## src/rtl/ct_ifu_spsram_256x23_ctrl.sv

```systemverilog
// Arbiter/controller for a 256x23 single-port SRAM: one access per cycle,
// read-priority with write starvation relief, and a full-table init sweep.
module ct_ifu_spsram_256x23_ctrl #(
  parameter logic [22:0] INIT_VAL   = 23'h0,
  parameter int unsigned STARVE_MAX = 3
) (
  input  logic        forever_cpuclk,
  input  logic        cpurst,
  input  logic        rd_req,
  input  logic [7:0]  rd_addr,
  output logic        rd_gnt,
  output logic        rd_vld,
  output logic [22:0] rd_data,
  input  logic        wr_req,
  input  logic [7:0]  wr_addr,
  input  logic [22:0] wr_data,
  input  logic [22:0] wr_mask,
  output logic        wr_gnt,
  input  logic        inv_req,
  output logic        init_busy,
  output logic        sram_cen,
  output logic        sram_gwen,
  output logic [7:0]  sram_a,
  output logic [22:0] sram_d,
  output logic [22:0] sram_wen,
  input  logic [22:0] sram_q
);

  localparam int unsigned SW = (STARVE_MAX < 3) ? 2 : $clog2(STARVE_MAX + 1);
  localparam logic [SW-1:0] STARVE_LIM = SW'(STARVE_MAX);

  typedef enum logic {ST_INIT, ST_RUN} state_e;

  state_e        state_q, state_d;
  logic [7:0]    cnt_q, cnt_d;
  logic [SW-1:0] starve_q, starve_d;
  logic          rd_vld_q;
  logic          force_wr;

  always_ff @(posedge forever_cpuclk or posedge cpurst) begin
    if (cpurst) begin
      state_q  <= ST_INIT;
      cnt_q    <= '0;
      starve_q <= '0;
      rd_vld_q <= 1'b0;
    end else begin
      state_q  <= state_d;
      cnt_q    <= cnt_d;
      starve_q <= starve_d;
      rd_vld_q <= rd_gnt;
    end
  end

  always_comb begin
    state_d   = state_q;
    cnt_d     = cnt_q;
    force_wr  = 1'b0;
    rd_gnt    = 1'b0;
    wr_gnt    = 1'b0;
    init_busy = (state_q == ST_INIT);
    sram_cen  = 1'b1;
    sram_gwen = 1'b1;
    sram_wen  = '1;
    sram_a    = '0;
    sram_d    = '0;
    case (state_q)
      ST_INIT: begin
        // The SRAM port stays idle while reset is held, even though the state is INIT.
        if (!cpurst) begin
          sram_cen  = 1'b0;
          sram_gwen = 1'b0;
          sram_wen  = '0;
          sram_a    = cnt_q;
          sram_d    = INIT_VAL;
        end
        cnt_d = cnt_q + 8'd1;
        if (cnt_q == 8'hFF) state_d = ST_RUN;
      end
      ST_RUN: begin
        force_wr = wr_req && (starve_q == STARVE_LIM);
        wr_gnt   = wr_req && (!rd_req || force_wr);
        rd_gnt   = rd_req && !force_wr;
        if (wr_gnt) begin
          sram_cen  = 1'b0;
          sram_gwen = 1'b0;
          sram_wen  = ~wr_mask;
          sram_a    = wr_addr;
          sram_d    = wr_data;
        end else if (rd_gnt) begin
          sram_cen  = 1'b0;
          sram_a    = rd_addr;
        end
        if (inv_req) begin
          state_d = ST_INIT;
          cnt_d   = '0;
        end
      end
      default: state_d = ST_INIT;
    endcase
  end

  always_comb begin
    starve_d = '0;
    if (wr_req && !wr_gnt)
      starve_d = (starve_q == STARVE_LIM) ? starve_q : starve_q + 1'b1;
  end

  assign rd_vld  = rd_vld_q;
  assign rd_data = sram_q;

endmodule

```

## config.mk

```make
export PLATFORM = sky130hd
export DESIGN_NAME = ct_ifu_spsram_256x23_ctrl
export DESIGN_NICKNAME = d
export VERILOG_FILES = /design/src/rtl/ct_ifu_spsram_256x23_ctrl.sv
export SDC_FILE = /design/constraint.sdc
export NUM_CORES = 1
export LEC_CHECK = 0
export BUFFER_PORTS_ARGS = -buffer_cell sky130_fd_sc_hd__buf_2
export CORE_AREA = 2 2 67 69
export DETAILED_ROUTE_END_ITERATION = 8
export DIE_AREA = 0 0 69 71
export GPL_TIMING_DRIVEN = 0
export PLACE_DENSITY = 0.84
export SLEW_MARGIN = 20
export SYNTH_ARGS = -nofsm -noshare
export SYNTH_HDL_FRONTEND = slang
export SYNTH_SLANG_ARGS = --single-unit
```

## constraint.sdc

```tcl
create_clock -name forever_cpuclk -period 4.7 [get_ports forever_cpuclk]
set_clock_uncertainty 0.2 [all_clocks]
set_input_delay 0.47 -clock forever_cpuclk [delete_from_list [all_inputs] [get_ports forever_cpuclk]]
set_output_delay 0.47 -clock forever_cpuclk [all_outputs]
set_load 0.02 [all_outputs]
```

==> impl_results.md <==
* Final core utilization at approximately half
* Worst Tran Pin Value at between 500 and 600 ps
* Min Tclk post-route at approximately 2700 ps
* Run status: finished, final reports clean
* First-pass GRT wire length at roughly 6.7 mm
* CTS H-Tree Depth at 1
* Synth Warn # at 0
* Tot GR Track Use at 16.6%
* Post-synthesis sequential area ratio at between 20% and 30%
* Post-synth EDFFs at 0
* Inserted Clock Buffers at 3
* Top-level I/O count at between 150 and 200
* Worst min path class: input port to asynchronous set/reset pin
* Buf/Inv on CP at 3
* Port buffer count at 149
* Synth top area cells: dfrtp_1 24%, and2_1 16%, buf_4 14%, a21oi_1 9.2%, a221o_1 6.4%
* Post-route antenna net violation count at 0
* Worst EP arrival at about 2100 ps
* Syn Nets at roughly 250
* Die height at about 70 µm
* Max IR drop VDD at 0.146 mV
* XOR/XNOR Fraction of Synth Area at under 10%
* Pin count of the biggest net entering global routing at 14
* Number of max-cap violations at 0
* Place WS at 2270 ps
* Reg2Reg Launch Point: state_q$_DFF_PP0_
* Top cell type by total area after synthesis: dfrtp_1
* # rows at 24
* Via density at 4.59
* Share of cells above drive strength 1 at between 60% and 70%
* Area Overhead vs Synth at 69.1%
* Cell Area, Synth at 0.00125 mm²
* Flops & latches, synth at 12
* Ys flop type: dfrtp_1
* Reg clk slew, reported paths at roughly 50 ps
* Final cell count without fillers at roughly 370
* Rel. slew slack at between 60 and 70%
* Post-synth top area share at roughly a quarter
* CP Capture Type: output pin
* Total grt overflow at 0
* Overall routed net length at ~4.6 mm
* RePlAce Congestion at between 0.8 and 0.9
* Top-count cell post-synth: and2_1
* Slowest stage delay, CP at approximately 400 ps
* Final Max Slew Viols at 0
* Syn avg cell area at 7.83 µm²
* Clock latency on the worst-skew pair at around 240 ps
* Crit path max-delay family: buffers and inverters
* Post-DP HPWL at just under 4 mm
* # nets final at 406
* Post-CTS Setup Inserts at 0
* Die width at between 60 and 70 µm
* Async set or reset register ratio after synthesis at between 90% and 100%
* Initial antenna violation count at 0
* Compound-Gate Fraction of Synth Area at 23.7%
* DR iter-0 viols at 28
* Post-synthesis mux area share at roughly 1.6%
* Startpoint types: flop
* DR pass1 iterations at 4
* Antenna Cells at 0
* Synth top cells by count: 32 x and2_1, 23 x a21oi_1, 23 x buf_4, 12 x dfrtp_1
* Residual DRC at 0
* Vias in the first global route at roughly 1400
* Power per cell area at around 300 mW/mm²
* Setup slack after layout at roughly 2000 ps
* Via count at between 1500 and 2000
* CP Data Required Time at about 4000 ps
* Fin crit share at 57.8%
* Worst Setup SP: starve_q[0]$_DFFE_PP0P_
* Core Region at around 0.0042 mm²
* CP dominant cell by count: buf_2
* Cell variety after synth at 34
* Clock tree sinks at 12
* Crit Path Class: flop to output pin
* CTS tree: yes
* WL/cell at 12.6 µm
* Crit path cell chain: ha_1 -> nand2b_1 -> and3_4 -> buf_6 -> buf_2 -> a21oi_1 -> buf_2
* Root Driver: clkbuf_8
* Final Hold Violating Endpoints at 0
* Simple-Gate Fraction of Synth Area at a little over a quarter
* Fmax at ~370 MHz
* Die Area at between 0.004 and 0.005 mm²
* Synth Instances at 160
* Cell with the largest stage delay on the worst path: dfrtp_1
* Adder-cell share of the synthesized area at 2.00%
* Inst Count DP at between 300 and 400
* Setup tns final at 0 ps
* Final Hold Slack at around 60 ps
* RSZ-0062 raised after global routing: false
* Endpoints failing setup at 0
* Critical Path Fanout Max at 10
* Combinational family with the most area after synthesis: simple AND/OR/NAND/NOR gates
* Resized cells post-CTS at 0
* Hold buffers post-CTS at 0
* Leak at 1.24 nW
* CTS max path bufs at 2
* Starting Density at just under 30%
## registers in the layout (all words and copies together), names as in the netlist
signal    count
state_q       1
rd_vld        1
starve_q      2
cnt_q         8
## power breakdown
| group | internal, mW | switching (mW) | total [mW] |
|---|---|---|---|
| Sequential | 0.145 | 0.0500 | 0.195 |
| Clock | 0.0741 | 0.0398 | 0.114 |
| Combinational | 0.153 | 0.179 | 0.332 |
## area by class of cell
class,count,area [µm²]
fill,402,2090
timing repair buffer,149,746
multi-input combinational,111,703
sequential,12,300
buffer,34,238
tap,52,65.1
clock buffer,4,55.1
inverter,3,11.3
## through the flow
step	total power, mW	area, µm²
4_1_cts	0.644	2120
3_3_place_gp	0.519	2060
2_1_floorplan	0.415	1250
6_report	0.640	2120
3_5_place_dp	0.527	2060
5_1_grt	0.690	2120
## placed cells by master (no fill, tap or decap), types with 3 or more instances in the layout
master / count
xor2_1: 3
dfrtp_1: 12
nor2_1: 3
nand3_1: 4
o21ai_0: 6
a221o_1: 8
a21oi_1: 23
nand2_1: 8
and2_1: 32
inv_1: 3
buf_2: 155
buf_4: 23
clkbuf_8: 4
## per-layer routing
| layer | track usage [%] | wire length (µm) |
|---|---|---|
| met5 | 0 | 0 |
| met4 | 4.58 | 36 |
| met1 | 20.9 | 1940 |
| met2 | 29.1 | 2280 |
| met3 | 3.28 | 333 |
## final timing paths
path | endpoint | slack (ps) | depth (start not counted)
max | sram_wen[5] | 1980 | 7
min | starve_q[0]$_DFFE_PP0P_ | 60 | 2
max reg2reg | cnt_q[2]$_DFFE_PP0P_ | 3150 | 5
min reg2reg | cnt_q[6]$_DFFE_PP0P_ | 320 | 1
max in group asynchronous | cnt_q[1]$_DFFE_PP0P_ | 3910 | 2
min in group forever_cpuclk | cnt_q[3]$_DFFE_PP0P_ | 260 | 2
## worst register-to-register path, cell delays in order, from the launching register on
cell and delay (ps):
dfrtp_1 310, buf_2 180, clkbuf_1 360, nor2_1 120, o21ai_0 160, o21ai_0 100
## cell families (layout without fill, tap and decap cells)
kind of cell | after synthesis | count (layout)
simple gates | 58 | 58
compound gates | 46 | 46
buf+inv | 37 | 190
flops | 12 | 12
xor+xnor | 3 | 3
fa+ha+maj | 2 | 2
mux | 2 | 2
Power figures use the tool's default switching activity.
